==> config.mk <==
export PLATFORM = sky130hd
export DESIGN_NAME = centroid_tracker
export DESIGN_NICKNAME = d
export VERILOG_FILES = /design/src/rtl/centroid_tracker.sv
export SDC_FILE = /design/constraint.sdc
export NUM_CORES = 1
export LEC_CHECK = 0
export CORE_UTILIZATION = 25
export CTS_CLUSTER_DIAMETER = 120
export CTS_CLUSTER_SIZE = 40
export DETAILED_ROUTE_END_ITERATION = 16
export SLEW_MARGIN = 20
export SYNTH_ARGS = -nofsm -noshare
export SYNTH_HDL_FRONTEND = slang
export SYNTH_SLANG_ARGS = --single-unit
==> constraint.sdc <==
create_clock -name iCLK -period 5.05 [get_ports iCLK]
set_input_delay 1.01 -clock iCLK [delete_from_list [all_inputs] [get_ports iCLK]]
set_output_delay 1.01 -clock iCLK [all_outputs]
set_load 0.02 [all_outputs]
==> src/rtl/centroid_tracker.sv <==
// centroid_tracker: per-frame centroid post-processor placed after the IPU.
// It debounces target acquisition and loss, smooths the centroid with a
// shift-based exponential moving average, and hands smoothed samples to a
// consumer over valid/ready. A one-deep pending slot sits behind the output
// register; a newer result replaces an older one (latest wins).
//
// Ports:
//   iCLK, iRST         clock, asynchronous active-high reset
//   iDVAL              one-cycle frame strobe; iPresent/iRow/iCol sampled with it
//   iPresent           target present this frame
//   iRow, iCol         raw frame centroid
//   oRow, oCol, oValid smoothed sample, held stable while oValid && !iReady
//   iReady             consumer accepts the sample on oValid && iReady
//   oTracking          high while in TRACK or COAST
//   oLost              one-cycle pulse when tracking ends (COAST -> IDLE)
//   oDrop              one-cycle pulse when a valid pending sample is overwritten
module centroid_tracker #(
  parameter int unsigned WIDTH       = 11,
  parameter int unsigned ALPHA_SHIFT = 2,
  parameter int unsigned ACQ_FRAMES  = 2,
  parameter int unsigned LOST_FRAMES = 4
) (
  input  logic             iCLK,
  input  logic             iRST,
  input  logic             iDVAL,
  input  logic             iPresent,
  input  logic [WIDTH-1:0] iRow,
  input  logic [WIDTH-1:0] iCol,
  output logic [WIDTH-1:0] oRow,
  output logic [WIDTH-1:0] oCol,
  output logic             oValid,
  input  logic             iReady,
  output logic             oTracking,
  output logic             oLost,
  output logic             oDrop
);

  localparam int unsigned ACQ_W  = $clog2(ACQ_FRAMES + 1);
  localparam int unsigned MISS_W = $clog2(LOST_FRAMES + 2);

  typedef enum logic [1:0] {IDLE, ACQUIRE, TRACK, COAST} state_t;

  state_t              state;
  logic [ACQ_W-1:0]    acq_cnt;
  logic [MISS_W-1:0]   miss_cnt;
  logic [WIDTH-1:0]    s_row;
  logic [WIDTH-1:0]    s_col;

  // Frame capture registers (E0) and in-flight flag
  logic                frame;
  logic                in_present;
  logic [WIDTH-1:0]    in_row;
  logic [WIDTH-1:0]    in_col;

  // Pending slot behind the output register
  logic                pend_valid;
  logic [WIDTH-1:0]    pend_row;
  logic [WIDTH-1:0]    pend_col;

  // Next-state values evaluated at E1
  state_t              state_n;
  logic [ACQ_W-1:0]    acq_n;
  logic [MISS_W-1:0]   miss_n;
  logic [WIDTH-1:0]    s_row_n;
  logic [WIDTH-1:0]    s_col_n;
  logic [WIDTH-1:0]    ema_row;
  logic [WIDTH-1:0]    ema_col;
  logic                emit;
  logic                lost;
  logic                handshake;

  // One EMA step: s + ((x - s) >>> ALPHA_SHIFT); floor rounding keeps the result in [min(s,x), max(s,x)]
  function automatic logic [WIDTH-1:0] ema_step(input logic [WIDTH-1:0] s,
                                                input logic [WIDTH-1:0] x);
    logic signed [WIDTH:0] d;
    logic signed [WIDTH:0] sum;
    d   = $signed({1'b0, x}) - $signed({1'b0, s});
    sum = $signed({1'b0, s}) + (d >>> ALPHA_SHIFT);
    return WIDTH'(sum);
  endfunction

  assign ema_row   = ema_step(s_row, in_row);
  assign ema_col   = ema_step(s_col, in_col);
  assign handshake = oValid && iReady;

  // Acquisition/loss decision and smoothed-state update for the captured frame
  always_comb begin
    state_n = state;
    acq_n   = acq_cnt;
    miss_n  = miss_cnt;
    s_row_n = s_row;
    s_col_n = s_col;
    emit    = 1'b0;
    lost    = 1'b0;
    if (frame) begin
      unique case (state)
        IDLE: begin
          if (in_present) begin
            if (ACQ_FRAMES == 1) begin
              state_n = TRACK;
              s_row_n = in_row;
              s_col_n = in_col;
            end else begin
              state_n = ACQUIRE;
              acq_n   = ACQ_W'(1);
            end
          end
        end
        ACQUIRE: begin
          if (in_present) begin
            if (acq_cnt + ACQ_W'(1) == ACQ_W'(ACQ_FRAMES)) begin
              state_n = TRACK;
              acq_n   = '0;
              s_row_n = in_row;
              s_col_n = in_col;
              emit    = 1'b1;
            end else begin
              acq_n = acq_cnt + ACQ_W'(1);
            end
          end else begin
            state_n = IDLE;
            acq_n   = '0;
          end
        end
        TRACK: begin
          emit = 1'b1;
          if (in_present) begin
            s_row_n = ema_row;
            s_col_n = ema_col;
          end else begin
            state_n = COAST;
            miss_n  = MISS_W'(1);
          end
        end
        COAST: begin
          if (in_present) begin
            state_n = TRACK;
            miss_n  = '0;
            s_row_n = ema_row;
            s_col_n = ema_col;
            emit    = 1'b1;
          end else if (miss_cnt + MISS_W'(1) >= MISS_W'(LOST_FRAMES)) begin
            state_n = IDLE;
            miss_n  = '0;
            lost    = 1'b1;
          end else begin
            miss_n = miss_cnt + MISS_W'(1);
            emit   = 1'b1;
          end
        end
        default: state_n = IDLE;
      endcase
    end
  end

  // Frame capture, FSM state, and output/pending slot management
  always_ff @(posedge iCLK or posedge iRST) begin
    if (iRST) begin
      state      <= IDLE;
      acq_cnt    <= '0;
      miss_cnt   <= '0;
      s_row      <= '0;
      s_col      <= '0;
      frame      <= 1'b0;
      in_present <= 1'b0;
      in_row     <= '0;
      in_col     <= '0;
      pend_valid <= 1'b0;
      pend_row   <= '0;
      pend_col   <= '0;
      oRow       <= '0;
      oCol       <= '0;
      oValid     <= 1'b0;
      oTracking  <= 1'b0;
      oLost      <= 1'b0;
      oDrop      <= 1'b0;
    end else begin
      oLost <= 1'b0;
      oDrop <= 1'b0;

      // A strobe while a frame is in flight is ignored
      if (frame) begin
        frame     <= 1'b0;
        state     <= state_n;
        acq_cnt   <= acq_n;
        miss_cnt  <= miss_n;
        s_row     <= s_row_n;
        s_col     <= s_col_n;
        oLost     <= lost;
        oTracking <= (state_n == TRACK) || (state_n == COAST);
      end else if (iDVAL) begin
        frame      <= 1'b1;
        in_present <= iPresent;
        in_row     <= iRow;
        in_col     <= iCol;
      end

      if (!oValid) begin
        if (emit) begin
          oRow   <= s_row_n;
          oCol   <= s_col_n;
          oValid <= 1'b1;
        end
      end else if (!handshake) begin
        if (emit) begin
          oDrop      <= pend_valid;
          pend_row   <= s_row_n;
          pend_col   <= s_col_n;
          pend_valid <= 1'b1;
        end
      end else if (pend_valid) begin
        oRow <= pend_row;
        oCol <= pend_col;
        if (emit) begin
          pend_row <= s_row_n;
          pend_col <= s_col_n;
        end else begin
          pend_valid <= 1'b0;
        end
      end else if (emit) begin
        oRow <= s_row_n;
        oCol <= s_col_n;
      end else begin
        oValid <= 1'b0;
      end
    end
  end

endmodule

==> out/metrics.cfg, run 1 <==
[run_status]
status=finished clean

[layout]
antennaDiodeCount=0
fillers=2369
layout-drive-gt1-share=0.1203
syn_to_final_growth_pct=20.11
utilization=0.3097
fin_area_um2=7098
nets=697

[clock_tree]
numCtsBuffers=9
hold_buffers=0
clockBufferDepth=2
h-tree-depth=3
cts_tree=built
clk_latency_ns=0.36
cts_sinks=102
clkTransAtPathRegs_ns=0.08
post-cts-setup-buffer-count=0
cts-resized-gates=0
clock-root-buffer=clkbuf_16

[power]
leakagePower_nw=3.106
irDropWorstVdd_mv=0.2679
p_total_w=0.005419
pwr_density_cell_nw_per_um2=763.5

[synth]
yosysSeqAreaShare=0.4319
synth_edf_count=0
synth-seq-cells=102
synthAdderAreaFrac=0.09358
synth_cells=580
synthSimpleGateAreaFrac=0.1048
ys.warnings.count=0
synth_top_family_by_area=compound AO/OA/AOI/OAI gates
syn_nets=650
synth.cell_area_um2=5909
synth.area.mux_share=0.07728
synth_area_per_cell_um2=10.19
synth-compound-area-share=0.2086
synth_flop_cell=dfrtp_1
synth_xor_xnor_area_share=0.04595
async_flop_share=1.000
synth_cell_types=61

[sta]
max_freq_mhz=250.1
finalSetupViolations=0
slew_violations=0
period_minus_slack_ns=3.999
slew_headroom=0.2806
setup-tns-final_ns=0
worstMarginPinSlew_ns=1.079
fin_crit_sh=0.7919
finClkSkew_ns=0.01176
hold_viol=0
grt_setup_unrepaired=false

[route]
wl_um=14550
first_pass_iters=4
ant_nets=0
viasPerCell=4.772
drc=0
drtIter0Drc=316
wl_per_cell_um=15.39
vias=4510

[worst_setup_path]
slowest_stage=a2111oi_1
cp_data_arrival_time_ns=4.22
crit_start=s_row[2]
path_cells=inv_1, ha_1, a21o_1, a31o_2, a41oi_1, nand2b_1, a21oi_1, xnor2_1, ha_1, o21a_1, a2111oi_1, nor3_1, a31oi_1, xnor2_1, mux2i_1, a41oi_1
worstSetupPathType=register to register
r2r_start=s_row[2]
cp_max_fo=4
crit_path_max_incr_delay_ns=0.40
start_kind=register
rr_worst_depth=16
critical_path_required_ns=5.27
endpoint_kind=register

[place]
place_area_um2=6804
gp_congestion=0.7962
place_hpwl_um=10680
place.port_buffers=52

[run]
maxCapViolCount=0

[floorplanning]
num_rows=55
die_h_um=155.7
start_util=0.2579
core_um2=22920
io_pins=53
die_area_um2=24260
die_w_um=155.7

[global_route]
grt_max_degree=43
grt_pass1_vias=4648
antenna_found_initial=0
globalRouteOverflowTotal=0
grt_pass1_wl_um=24010
grt_usage=0.1279

[min_path]
hp-class=register to register
min_from=pend_col[9]
hold_path_depth=2

flip-flops by register name, indices dropped and copies added, names as in the netlist, 2 cells and up:
name,count
acq_cnt,2
oRow,11
s_col,11
oCol,11
state,2
in_col,11
in_row,11
s_row,11
pend_row,11
miss_cnt,3
pend_col,11
through the flow:
step | setup slack, ns | hold WS [ns] | cells
final | 1.051 | 0.4878 | 945
after global routing | 0.7393 | 0.5130 | 945
after CTS | 1.103 | 0.4887 | 945
after detailed placement | 1.115 | 0.4708 | 929
after global placement | 1.208 | 0.4617 | 929
after floorplan | 1.365 | 0.4435 | 580
placed cells by master, fill, tap and decap left out, drive strengths merged, types with 3 or more instances in the layout:
cell type | netlist | routed
o22ai | 12 | 12
inv | 34 | 37
a32oi | 9 | 9
or3 | 4 | 4
mux2 | 37 | 37
buf | 5 | 9
and2 | 6 | 6
clkdlybuf4s50 | 0 | 52
ha | 41 | 41
a211oi | 3 | 3
mux2i | 4 | 4
clkinv | 0 | 3
clkbuf | 20 | 9
and3 | 6 | 6
xnor2 | 21 | 21
o21a | 4 | 4
o21ai | 34 | 34
a31oi | 6 | 6
nand3 | 8 | 8
nor2b | 7 | 7
nand2 | 35 | 35
nor2 | 36 | 36
a2111oi | 3 | 3
a21oi | 40 | 40
a22oi | 7 | 7
nand3b | 5 | 5
a21o | 12 | 12
dfrtp | 102 | 102
a211o | 3 | 3
nor3 | 6 | 6
xor2 | 10 | 10
nand2b | 7 | 7
a22o | 23 | 23
path summary, 6_finish.rpt:
path	slack [ns]	end
worst max-delay path	1.05	oRow[10]
worst min-delay path	0.49	pend_col[9]
worst max register to register	1.05	oRow[10]
min in group asynchronous	1.04	in_col[5]
max in group asynchronous	3.12	in_row[10]
worst min register to register	0.49	pend_col[9]
cell type report:
cell class / count / area (µm²) / share of cell area
Clock buffer: 9 / 225.2 / 0.03173
Clock inverter: 7 / 65.06 / 0.009166
Inverter: 34 / 130.1 / 0.01833
Multi-Input combinational cell: 419 / 3146 / 0.4432
Sequential cell: 102 / 2552 / 0.3596
Tap cell: 313 / 391.6 / 0.05517
Timing Repair Buffer: 61 / 588.1 / 0.08285
logic make-up after synthesis:
family / count (synthesis)
buffers and inverters: 59
xor gates and xnor gates: 31
adders and majority gates: 43
DFF: 102
muxes: 41
AOI/OAI and AO/OA: 177
and+or+nand+nor: 127
metal layers:
layer / GRT usage / up-vias / share of wire
met1: 0.1632 / 2210 / 0.46
met2: 0.2170 / 66 / 0.49
met4: 0.02941 / 0 / 0.011
met5: 0 / - / 0
met3: 0.03139 / 9 / 0.041
li1: - / 2225 / -
critical path, delay by kind of cell, from the launching register on:
family	cells	cell delay, ns
mux	1	0.31
xor+xnor	2	0.31
simple gates	2	0.30
compound gates	8	1.89
flops	1	0.38
buf+inv	1	0.05
fa+ha+maj	2	0.62
synth_stat cells, types with 20 or more instances:
library cell  number  share of area
dfrtp_1          102           0.43
ha_1              41          0.087
a21oi_1           40          0.034
mux2_2            37          0.071
nor2_1            36          0.023
nand2_1           35          0.022
inv_1             34          0.022
o21ai_0           30          0.025
a22o_1            23          0.034
xnor2_1           21          0.031
clkbuf_1          20          0.013
report_power, final:
| part | leakage, nW | internal (W) | total, W | switching (W) |
|---|---|---|---|---|
| clock network | 0.140 | 0.000346 | 0.000686 | 0.000340 |
| registers | 1.25 | 0.00112 | 0.00136 | 0.000241 |
| logic | 1.71 | 0.00156 | 0.00337 | 0.00181 |
Note: power is estimated with default switching activity, not from simulation.
==> inputs of run 2 (changes only) <==
clock period = 3.9 ns   (was 5.05 ns; I/O delays follow)
==> out/metrics.cfg, run 2 (synthesis results as in run 1) <==
[run_status]
status=finished clean

[global_route]
grt_pass1_vias=4336
grt_max_degree=55
grt_pass1_wl_um=22890
grt_usage=0.1217
globalRouteOverflowTotal=0
antenna_found_initial=0

[place]
dp_cells=941
pre_cts_slack_ns=0.03458
place_hpwl_um=10510
place_area_um2=6900
gp_congestion=0.8239
place.port_buffers=52

[layout]
instances_no_fill=959
antennaDiodeCount=0
fin_area_um2=7302
fillers=2350
final_cell_mix=dfrtp_1, clkdlybuf4s50_1, a21oi_1, ha_1, mux2_2
layout-drive-gt1-share=0.1517
layout_commonest_cell=dfrtp_1
syn_to_final_growth_pct=23.57
nets=711

[worst_setup_path]
crit_path_max_incr_delay_ns=0.37
path_cells=inv_1, ha_1, a21o_1, a31o_2, a21o_1, xor2_1, ha_1, a21o_1, a211o_1, a2111oi_4, nor3_2, a31oi_1, xnor2_1, mux2i_1, a41oi_1
cp_data_arrival_time_ns=3.96
critPathBufInv=1
cpMostUsedCell=a21o_1
critical_path_required_ns=4.13
worstSetupPathType=register to register
endpoint_kind=register
slowest_stage=dfrtp_1
reg2reg_setup_slack_ns=0.17
start_kind=register
crit_family=compound AO/OA/AOI/OAI gates
cp_max_fo=3

[sta]
hold_slack_ns=0.4826
hold_viol=0
finClkSkew_ns=0.007239
grt_setup_unrepaired=true
slew_headroom=0.5019
worstMarginPinSlew_ns=0.7467
finalSetupViolations=0
setup_ws_ns=0.1715
period_minus_slack_ns=3.728
slew_violations=0
max_freq_mhz=268.2
fin_crit_sh=0.9560

[route]
ant_nets=0
drc=0
wl_per_cell_um=14.99
viasPerCell=4.737
wl_um=14380
vias=4543
first_pass_iters=4
drtIter0Drc=218

[clock_tree]
h-tree-depth=3
hold_buffers=0
clkTransAtPathRegs_ns=0.08
cts_sinks=102
clock-root-buffer=clkbuf_16
clk_latency_ns=0.36
numCtsBuffers=9
clockBufferDepth=2
cts_tree=built

[min_path]
hp-class=register to register

[power]
seqPwrFrac=0.237
p_switching_w=0.003214
leakagePower_nw=3.195
pwr_density_cell_nw_per_um2=1014
combPwrFrac=0.636
p_clk_frac=0.127
irDropWorstVdd_mv=0.3754
internal_power_w=0.004190
p_sw_frac=0.4341

[floorplanning]
io_pins=53
die_w_um=155.7
die_h_um=155.7
die_area_um2=24260
num_rows=55
start_util=0.2579
core_um2=22920

[run]
maxCapViolCount=0

-- run 2: cell count changes in the layout (fill, tap and decap cells not counted), sizes merged --
| cell | before | now |
|---|---|---|
| bufinv | 0 | 1 |
| clkinv | 3 | 2 |
| buf | 9 | 23 |
-- run 2: power by group through the flow --
stage | sequential [W] | combinational [W] | clock, W
after floorplan | 0.00182 | 0.00326 | 0
after global placement | 0.00177 | 0.00441 | 0
after detailed placement | 0.00178 | 0.00442 | 0
after CTS | 0.00176 | 0.00447 | 0.000974
after global routing | 0.00181 | 0.00519 | 0.00101
final | 0.00175 | 0.00471 | 0.000942
-- run 2: path summary, 6_finish.rpt --
check,startpoint,end,cells after the start
worst max-delay path,s_row[2],oRow[10],15
worst max register to register,s_row[2],oRow[10],15
worst min register to register,acq_cnt[1],acq_cnt[1],1
max in group asynchronous,iRST,miss_cnt[2],3
worst min-delay path,acq_cnt[1],acq_cnt[1],1
min in group asynchronous,iRST,in_col[5],2
-- run 2: layout make-up --
type                            count  area [µm²]  area share
Clock buffer                        9       225.2     0.03084
Clock inverter                      7       80.08     0.01097
Inverter                           34       130.1     0.01782
Sequential cell                   102        2552      0.3496
Tap cell                          313       391.6     0.05363
Multi-Input combinational cell    419        3217      0.4405
Timing Repair Buffer               75       705.7     0.09664
-- run 2: repair_timing --
action                                  CTS  global route
endpoints found under the setup margin    0            14
setup buffers                             0             2
gates resized for setup                   0            15
-- run 2: routing by layer --
| metal | global-route usage | wire length (µm) | share of wire | up-vias |
|---|---|---|---|---|
| met5 | 0 | 0 | 0 | - |
| met4 | 0.02894 | 148 | 0.010 | 0 |
| met3 | 0.02889 | 434 | 0.030 | 13 |
| met2 | 0.2071 | 7064 | 0.49 | 67 |
| met1 | 0.1550 | 6728 | 0.47 | 2213 |
| li1 | - | - | - | 2250 |
-- run 2: through the flow --
| stage | setup TNS [ns] | total power (W) | utilization |
|---|---|---|---|
| after global routing | -0.02143 | 0.008012 | 0.3186 |
| final | 0 | 0.007403 | 0.3186 |
| after global placement | 0 | 0.006180 | 0.3011 |
| after detailed placement | 0 | 0.006201 | 0.3011 |
| after floorplan | 0 | 0.005083 | - |
| after CTS | 0 | 0.007203 | 0.3144 |
